===== src/rtl/router_wrap_idata_fifo.sv =====
// Show-ahead input flit FIFO behind the router_wrap IDATA flops.
// Returns one registered credit per dequeued flit; sticky overflow flag.
module router_wrap_idata_fifo #(
  parameter int DATA_WIDTH = 32,
  parameter int DEPTH      = 4,
  parameter int CNT_W      = $clog2(DEPTH + 1)
) (
  input  logic                  clk,
  input  logic                  reset,
  input  logic                  in_valid,
  input  logic [DATA_WIDTH-1:0] in_data,
  output logic                  credit_out,
  output logic                  out_valid,
  output logic [DATA_WIDTH-1:0] out_data,
  input  logic                  out_ready,
  output logic [CNT_W-1:0]      count,
  output logic                  overflow_err,
  input  logic                  err_clr
);

  localparam int PW = $clog2(DEPTH);

  logic [DATA_WIDTH-1:0] r_mem [DEPTH];
  logic [PW-1:0]         r_wr_ptr;
  logic [PW-1:0]         r_rd_ptr;
  logic [CNT_W-1:0]      r_count;
  logic                  r_credit;
  logic                  r_err;

  logic w_full;
  logic w_out_valid;
  logic w_deq;
  logic w_enq;
  logic w_ovf;

  assign w_full      = (r_count == CNT_W'(DEPTH));
  assign w_out_valid = (r_count != '0);
  assign w_deq       = w_out_valid & out_ready;
  // A full buffer still accepts a flit when the head leaves this cycle.
  assign w_enq       = in_valid & (~w_full | w_deq);
  assign w_ovf       = in_valid & w_full & ~w_deq;

  always_ff @(posedge clk) begin
    if (w_enq) begin
      r_mem[r_wr_ptr] <= in_data;
    end
  end

  always_ff @(posedge clk) begin
    if (reset) begin
      r_wr_ptr <= '0;
      r_rd_ptr <= '0;
      r_count  <= '0;
      r_credit <= 1'b0;
      r_err    <= 1'b0;
    end else begin
      if (w_enq) begin
        r_wr_ptr <= r_wr_ptr + 1'b1;
      end
      if (w_deq) begin
        r_rd_ptr <= r_rd_ptr + 1'b1;
      end
      unique case ({w_enq, w_deq})
        2'b10:   r_count <= r_count + CNT_W'(1);
        2'b01:   r_count <= r_count - CNT_W'(1);
        default: r_count <= r_count;
      endcase
      r_credit <= w_deq;
      // Set beats clear so a same-cycle overflow is never lost.
      if (w_ovf) begin
        r_err <= 1'b1;
      end else if (err_clr) begin
        r_err <= 1'b0;
      end
    end
  end

  assign out_valid    = w_out_valid;
  assign out_data     = w_out_valid ? r_mem[r_rd_ptr] : '0;
  assign count        = r_count;
  assign credit_out   = r_credit;
  assign overflow_err = r_err;

endmodule


===== config.mk =====
export PLATFORM = sky130hd
export DESIGN_NAME = router_wrap_idata_fifo
export DESIGN_NICKNAME = d
export VERILOG_FILES = /design/src/rtl/router_wrap_idata_fifo.sv
export SDC_FILE = /design/constraint.sdc
export NUM_CORES = 1
export LEC_CHECK = 0
export CAP_MARGIN = 20
export CELL_PAD_IN_SITES_DETAIL_PLACEMENT = 0
export CELL_PAD_IN_SITES_GLOBAL_PLACEMENT = 1
export CORE_MARGIN = 8
export CORE_UTILIZATION = 47
export CTS_CLUSTER_DIAMETER = 60
export DETAILED_ROUTE_END_ITERATION = 6
export PLACE_DENSITY = 0.87
export REMOVE_ABC_BUFFERS = 1
export SYNTH_ARGS = -nofsm -noshare
export SYNTH_HDL_FRONTEND = slang
export SYNTH_SLANG_ARGS = --single-unit

===== constraint.sdc =====
create_clock -name clk -period 2.75 [get_ports clk]
set_input_delay 0.55 -clock clk [delete_from_list [all_inputs] [get_ports clk]]
set_output_delay 0.55 -clock clk [all_outputs]
set_load 0.05 [all_outputs]

# After elaboration in Yosys (flattened, before gate mapping)
# Memories as Yosys holds them, arrays and structs flattened. A register that Yosys moved wholly into a read port is not among the register bits.
# Index checks and enable logic that the tools add are counted.
# classes
addsub	4
eq_ne	3
muxes	8
bitwise_logic	7
reduce_logical	3
# ops
operator	n
$mux W32	1
$pmux W3 S2	1
$add A2 B1 Y2 const B	2
$and A1 B1 Y1	4
$mux W1	4
$mux W2	2
$reduce_bool A2 Y1	2
$add A3 B1 Y3 const B	1
$eq A3 B3 Y1 const B	1
$reduce_bool A3 Y1	1
$sub A3 B1 Y3 const B	1
$eq A2 B1 Y1 const B	1
$eq A2 B2 Y1 const B	1
$not A1 Y1	2
$or A1 B1 Y1	1
# totals
ff_bits	9
mem_bits_rw	128
input_bits	37
output_inout_bits	38
word_cells	31
n_memories	1
# mem_list
name	words	word_bits	read_ports	rd_ports_with_merged_regs	write_ports	line_no	text
r_mem	4	32	1	1	1	23	logic [DATA_WIDTH-1:0] r_mem [DEPTH];

# Longest topological paths before layout
# Gate-level depths: netlist (run 1).
# depth
ltp_word	6
ltp_mapped	9
depth_no_buf	7

# Worst setup path before layout (run 1)
# OpenSTA, ideal clock, no wires.
# synth_timing
path_type	register to register
startpoint	register r_count[2] (netlist: count[2])
endpoint	register r_count[1] (netlist: count[1])
setup_ps	123
arrival_ps	2360
required_time_ps	2627
path_slack_ps	266
stages_incl_launch_ff	9
n_path_buf	2
period_less_slack_ps	2484
path_cell_list	dfxtp_1 buf_4 nor3_4 buf_2 inv_1 nand3_1 fa_1 nor2_1 mux2_1
# synth_between
elab_chain_cells	6
word_cells_on_any_way	10
cone_classes	eq/ne (3); mux (1); bitwise (4); reduce/logical (2)
# synth_lines
element	line_no	text
start, declared	26	logic [CNT_W-1:0] r_count;
start signal, assigned	64	2'b10: r_count <= r_count + CNT_W'(1);
start signal, assigned	65	2'b01: r_count <= r_count - CNT_W'(1);
start signal, assigned	66	default: r_count <= r_count;
$reduce_bool A3 Y1 *	37	assign w_out_valid = (r_count != '0);
via out_valid	13	output logic out_valid,
$and A1 B1 Y1 *	38	assign w_deq = w_out_valid & out_ready;
$or A1 B1 Y1	40	assign w_enq = in_valid & (~w_full | w_deq);
$and A1 B1 Y1	40	
$eq A2 B1 Y1 / $eq A2 B2 Y1 (equally long branches)	63	unique case ({w_enq, w_deq})
$pmux W3 S2 / $reduce_bool A2 Y1 (equally long branches)	-	
# The timed path passes the listed nets; every way through them passes the cells marked *.
# A chain may end at the register's enable or synchronous reset.

==> run_results.csv, run 1 <==
group,metric,value,unit
outcome,status,"completed",
floorplanning,initial_utilization,0.482,
sta,report.final.hold_viol_count,0,
cts,clkTransAtPathRegs,0.06,ns
sta,slew_headroom,0.441,
critical_path,cpPeakStageDelay,0.57,ns
yosys,synthArstFlopShare,0,
cts,cts_max_path_buffers,2,
global_routing,grt_pass1_wl,15600,µm
power,worst_ir_drop_vdd,657,µV
floorplanning,die_h,124,µm
critical_path,critPathTopFamily,"multiplexers",
floorplanning,rows,39,
cts,clock_sinks,139,
cts,cts_setup_buffers,0,
detailed_routing,dr.pass1.iters,4,
global_routing,grt_max_degree,33,
placed_design,place_area,6270,µm²
yosys,synth.avg_cell_area,20.1,µm²
yosys,syn_inst,274,
power,powerDensity,1070,nW/µm²
yosys,ys_warn_count,0,
cts,post_cts_resized,0,
final_layout,utilization,0.598,
final_layout,nets,398,
global_routing,antenna_found_initial,0,
final_layout,postLayoutCellArea,6830,µm²
sta,period_needed,2.50,ns
placed_design,numPortBuffers,74,
yosys,ys_seq_area_frac,0.739,
yosys,yosysUniqueCellTypes,32,
cts,cts-root-buf,"clkbuf_16",
critical_path,start_kind,"flop",
sta,slew_viol_final,0,
power,static-leakage-power,0.00228,µW
placed_design,dp_hpwl,6180,µm
detailed_routing,first_iter_violations,165,
worst_hold_path,hp-class,"reg -> reg",
global_routing,grt_pass1_vias,2994,
floorplanning,die-area,15400,µm²
detailed_routing,ant_nets,0,
detailed_routing,wire_per_inst,19.3,µm
yosys,synth_area,5500,µm²
sta,rsz0062_at_grt,"false",
sta,skew,0.00728,ns
cts,clock_latency,0.41,ns
global_routing,grt-ovfl-total,0,
yosys,synth-edff-count,128,
cts,cts_hold_buf,0,
critical_path,path_cells,"buf_12 > mux4_2 > nor2b_1 > buf_4",
sta,setup_viol,0,
sta,fmaxAchievable,400,MHz
floorplanning,die_width,124,µm
final_layout,antennaDiodeCount,0,
sta,finalSetupTns,0,ns
critical_path,cp.buffers_inverters,2,
cts,cts_tree,"built",
placed_design,gp_congestion,0.783,
critical_path,cp.arrival,1.95,ns
final_layout,area_delta_synth_final,24.1,%
detailed_routing,routed_wl,9880,µm
detailed_routing,post_drt_via_cell_ratio,5.30,
sta,worst-slew-pin-transition,0.838,ns
floorplanning,ios,75,
yosys,synth-main-ff-cell,"edfxtp_1",
global_routing,grtUsageTotal,0.138,
critical_path,critPathRequiredTime,2.20,ns
detailed_routing,drc,0,
detailed_routing,route.vias.total,2712,
yosys,ys_seq_elements,139,
critical_path,crit_path_top_delay_cell,"mux4_2",
sta,fin_crit_sh,0.909,
critical_path,cp_max_fo,32,
critical_path,critical_path_class,"reg -> out",
cts,cts_buffers,17,
critical_path,end_kind,"primary output",
final_layout,drive_gt1_frac,0.301,
flow_run,drv_cap,0,
floorplanning,fp.coreArea,11400,µm²
cts,htree_levels,4,
[cells in the mapped netlist (3+ instances only)]
library cell | instances | area [µm²]
nor2b_1 | 33 | 206
buf_6 | 5 | 56.3
mux4_2 | 32 | 721
ha_1 | 4 | 50.1
buf_2 | 6 | 30.0
inv_1 | 6 | 22.5
clkbuf_1 | 3 | 11.3
edfxtp_1 | 128 | 3840
nor2_1 | 11 | 41.3
and3_1 | 4 | 25.0
dfxtp_1 | 11 | 220
a21oi_1 | 3 | 15.0
nand3_1 | 3 | 15.0
[power breakdown]
group / internal (µW) / total (µW) / switching [µW]
clock network: 1180 / 2080 / 904
logic: 965 / 2660 / 1700
registers: 2480 / 2560 / 85.6
[stage by stage]
stage               total power [µW]  hold slack (ns)  setup WS [ns]  instances
global route                    7610            0.556          0.158        512
floorplan                       4480            0.478         -0.401        258
detailed placement              5310            0.515          0.287        480
CTS                             7390            0.530          0.213        512
global placement                5280            0.509          0.316        480
finish                          7310            0.526          0.251        512
[cell usage in the layout (no fill, tap or decap), drive strengths merged]
master,count
a21oi,3
a221oi,1
a31oi,2
and2b,1
and3,4
buf,38
clkbuf,17
clkdlybuf4s50,41
clkinv,1
clkinvlp,6
dfxtp,11
edfxtp,128
fa,1
ha,4
inv,14
mux2,2
mux2i,1
mux4,32
nand2b,2
nand3,3
nor2,11
nor2b,33
nor3,1
nor4b,2
o21a,1
o21ai,2
o311ai,1
o31ai,1
or3b,1
or4b,1
xnor2,1
xor2,2
[layer usage]
metal	vias to the layer above	share of wire	global-route usage
li1	1245	-	-
met1	1375	0.41	0.161
met2	78	0.50	0.230
met3	14	0.077	0.0508
met4	0	0.013	0.0498
met5	-	0	0
[final timing paths]
check                           start                  endpoint  cells past startpoint  slack [ns]
max                              flop              out_data[26]                      4        0.25
min          r_wr_ptr[1]$_SDFFE_PP0P_  r_wr_ptr[1]$_SDFFE_PP0P_                      2        0.53
max reg2reg     count[2]$_SDFFE_PP0P_     r_mem[3][1]$_DFFE_PP_                      2        0.73
min reg2reg  r_wr_ptr[1]$_SDFFE_PP0P_  r_wr_ptr[1]$_SDFFE_PP0P_                      2        0.53
[worst register-to-register path, stage by stage (launching register included)]
cell     delay [ns]
dfxtp_1        0.56
or4b_4         0.56
and3_2         0.53
[state kept, by name (all words and copies together), names as in the netlist, named ones only]
register      count
r_mem           128
count             3
r_rd_ptr          2
r_wr_ptr          2
credit_out        1
overflow_err      1
[cell families after synthesis]
group | Yosys count | synth area share
DFF | 139 | 0.739
and+or+nand+nor | 59 | 0.0662
muxes | 35 | 0.137
buffers and inverters | 22 | 0.0268
AOI/OAI and AO/OA | 11 | 0.0139
adders and majority gates | 5 | 0.0127
xor gates and xnor gates | 3 | 0.00478
[final cells by class]
class | count | area [µm²]
timing repair buffer | 79 | 708
tap | 143 | 179
inverter | 6 | 22.5
fill | 836 | 4590
clock buffer | 17 | 425
sequential | 139 | 4070
multi-input combinational | 113 | 1290
clock inverter | 15 | 129
Note: power is estimated with default switching activity, not from simulation.
==> run 2, diff against run 1 <==
- SLEW_MARGIN: default -> 25
==> results of run 2 <==
Same layout as run 1: the final DEF is identical, and so are final timing and power.
==> run 3, diff against run 2 <==
- CORE_UTILIZATION: 47 -> 49
- CTS_BUF_LIST: default -> sky130_fd_sc_hd__clkbuf_8
- PLACE_DENSITY: 0.87 -> 0.9
==> run 3 against run 2 <==
Against the previous run:
- clock skew increased by 0.0045 ns
- total power decreased by 7.2%
- routed wire length decreased by 1.6%
- sequential power increased by 2%
- sequential share of layout area increased by 1.4 points
- global-route usage decreased by 0.35 points
- worst hold slack improved by 0.012 ns
- maximum frequency decreased by 2.8%
- clock power decreased by 26%
- non-clock buffer count increased by 2
- sequential cell count unchanged
- first-iteration DRC count decreased by 16%
- largest power group unchanged
- highest routed layer unchanged
==> run_results.csv, run 3 (synthesis results as in run 1) <==
group,metric,value,unit
flow_run,drv_cap,0,
critical_path,start_kind,"flop",
worst_hold_path,hp-class,"reg -> reg",
global_routing,grt-ovfl-total,0,
final_layout,antennaDiodeCount,0,
power,swShare,0.371,
worst_hold_path,holdPathEnd,"r_rd_ptr[0]$_SDFFE_PP0N_",
sta,slew_viol_final,0,
final_layout,largest_register,"r_mem",
floorplanning,die-area,14900,µm²
detailed_routing,ant_nets,0,
final_layout,area_delta_synth_final,21.2,%
cts,clock_sinks,139,
final_layout,largest_reg_flops,128,
final_layout,postLayoutCellArea,6670,µm²
detailed_routing,wire_per_inst,19.0,µm
cts,clkTransAtPathRegs,0.07,ns
critical_path,crit_path_top_delay_cell,"mux4_2",
detailed_routing,dr.pass1.iters,4,
sta,rsz0062_at_grt,"false",
detailed_routing,drc,0,
placed_design,place_ws,0.281,ns
floorplanning,initial_utilization,0.505,
final_layout,fill_cells,762,
worst_hold_path,hp-start,"r_rd_ptr[0]$_SDFFE_PP0N_",
global_routing,antenna_found_initial,0,
sta,period_needed,2.57,ns
cts,cts-root-buf,"clkbuf_8",
critical_path,timing.rr.start,"count[2]$_SDFFE_PP0P_",
critical_path,ff2ff_path_depth,8,
cts,cts_buffers,17,
critical_path,critPathRequiredTime,2.20,ns
global_routing,grtUsageTotal,0.135,
power,powerDensity,1020,nW/µm²
critical_path,end_kind,"primary output",
detailed_routing,route.vias.total,2710,
sta,setup_viol,0,
sta,fmaxAchievable,389,MHz
cts,cts_setup_buffers,0,
critical_path,cpPeakStageDelay,0.56,ns
placed_design,numPortBuffers,74,
floorplanning,rows,38,
power,p_clk_frac,0.227,
power,combPwrFrac,0.390,
detailed_routing,routed_wl,9720,µm
power,static-leakage-power,0.00223,µW
floorplanning,die_width,122,µm
final_layout,layout_common_cells,"edfxtp_1 (128), clkdlybuf4s50_1 (41), buf_4 (39), nor2b_1 (33), mux4_2 (32)",
final_layout,drive_gt1_frac,0.299,
critical_path,cp.arrival,2.02,ns
critical_path,reg2reg_slack,0.69,ns
global_routing,grt_pass1_vias,2832,
cts,cts_hold_buf,0,
critical_path,cp_max_fo,26,
floorplanning,ios,75,
power,finalPower,6780,µW
outcome,status,"completed",
cts,cts_max_path_buffers,2,
placed_design,placedCellCount,479,
critical_path,critPathTopFamily,"multiplexers",
sta,skew,0.0118,ns
power,pwr-share-seq,0.383,
sta,fin_crit_sh,0.935,
final_layout,nets,400,
cts,htree_levels,4,
detailed_routing,post_drt_via_cell_ratio,5.30,
sta,slew_headroom,0.424,
cts,cts_tree,"built",
critical_path,path_cells,"buf_12 > mux4_2 > nor2b_1 > buf_4",
critical_path,critical_path_class,"reg -> out",
floorplanning,die_h,122,µm
critical_path,cp.buffers_inverters,2,
sta,worst-slew-pin-transition,0.864,ns
placed_design,place_area,6280,µm²
global_routing,grt_pass1_wl,15000,µm
placed_design,dp_hpwl,6370,µm
power,net-switching-power,2520,µW
floorplanning,fp.coreArea,10900,µm²
worst_hold_path,whs_path_depth,2,
power,p_int,4260,µW
critical_path,worstReg2RegEnd,"count[2]$_SDFFE_PP0P_",
sta,report.final.hold_viol_count,0,
placed_design,gp_congestion,0.798,
power,worst_ir_drop_vdd,660,µV
final_layout,final_common_cell,"edfxtp_1",
final_layout,instances_no_fill,511,
detailed_routing,first_iter_violations,139,
global_routing,grt_max_degree,33,
cts,clock_latency,0.42,ns
sta,setup_ws,0.180,ns
==> run 3: layer usage <==
layer	share of wire	vias to the layer above	track usage
met5	0	-	0
met4	0.0058	0	0.0463
met3	0.074	5	0.0574
met2	0.52	86	0.228
met1	0.40	1370	0.149
li1	-	1249	-
==> run 3: how the worst max path moves through the flow <==
stage / start / to / cells past startpoint
detailed placement: out_ready / r_mem[1][8]$_DFFE_PP_ / 3
global route: flop / out_data[7] / 4
CTS: flop / out_data[7] / 4
finish: flop / out_data[7] / 4
global placement: out_ready / r_mem[0][4]$_DFFE_PP_ / 3
floorplan: flop / out_data[0] / 2
==> run 3: power groups by stage <==
stage	logic, µW	clock network, µW	registers [µW]
floorplan	1720	0	2760
global placement	2670	0	2640
detailed placement	2690	0	2640
CTS	2690	1570	2600
global route	2790	1650	2620
finish	2640	1540	2600
==> run 3: layout make-up <==
type | instances | area (µm²) | area share
sequential | 139 | 4070 | 0.610
multi-input combinational | 113 | 1290 | 0.194
timing repair buffer | 81 | 723 | 0.108
clock buffer | 17 | 234 | 0.0351
tap | 140 | 175 | 0.0263
clock inverter | 15 | 150 | 0.0225
inverter | 6 | 22.5 | 0.00338
==> run 3: repair_timing <==
action | CTS | global route
resized for setup | 0 | 1
hold endpoints to repair | 0 | 0
endpoints found under the setup margin | 0 | 11
==> run 3: tightest hold or removal path, stage by stage (launching register included) <==
cell and delay, ns:
dfxtp_1 0.34, xor2_1 0.09, nor2_1 0.07
==> run 3: metrics by stage <==
step	setup TNS, ns	utilization	hold WS (ns)
finish	0	0.613	0.538
floorplan	-12.72	-	0.478
CTS	0	0.612	0.546
detailed placement	0	0.577	0.527
global route	0	0.613	0.563
global placement	0	0.577	0.509
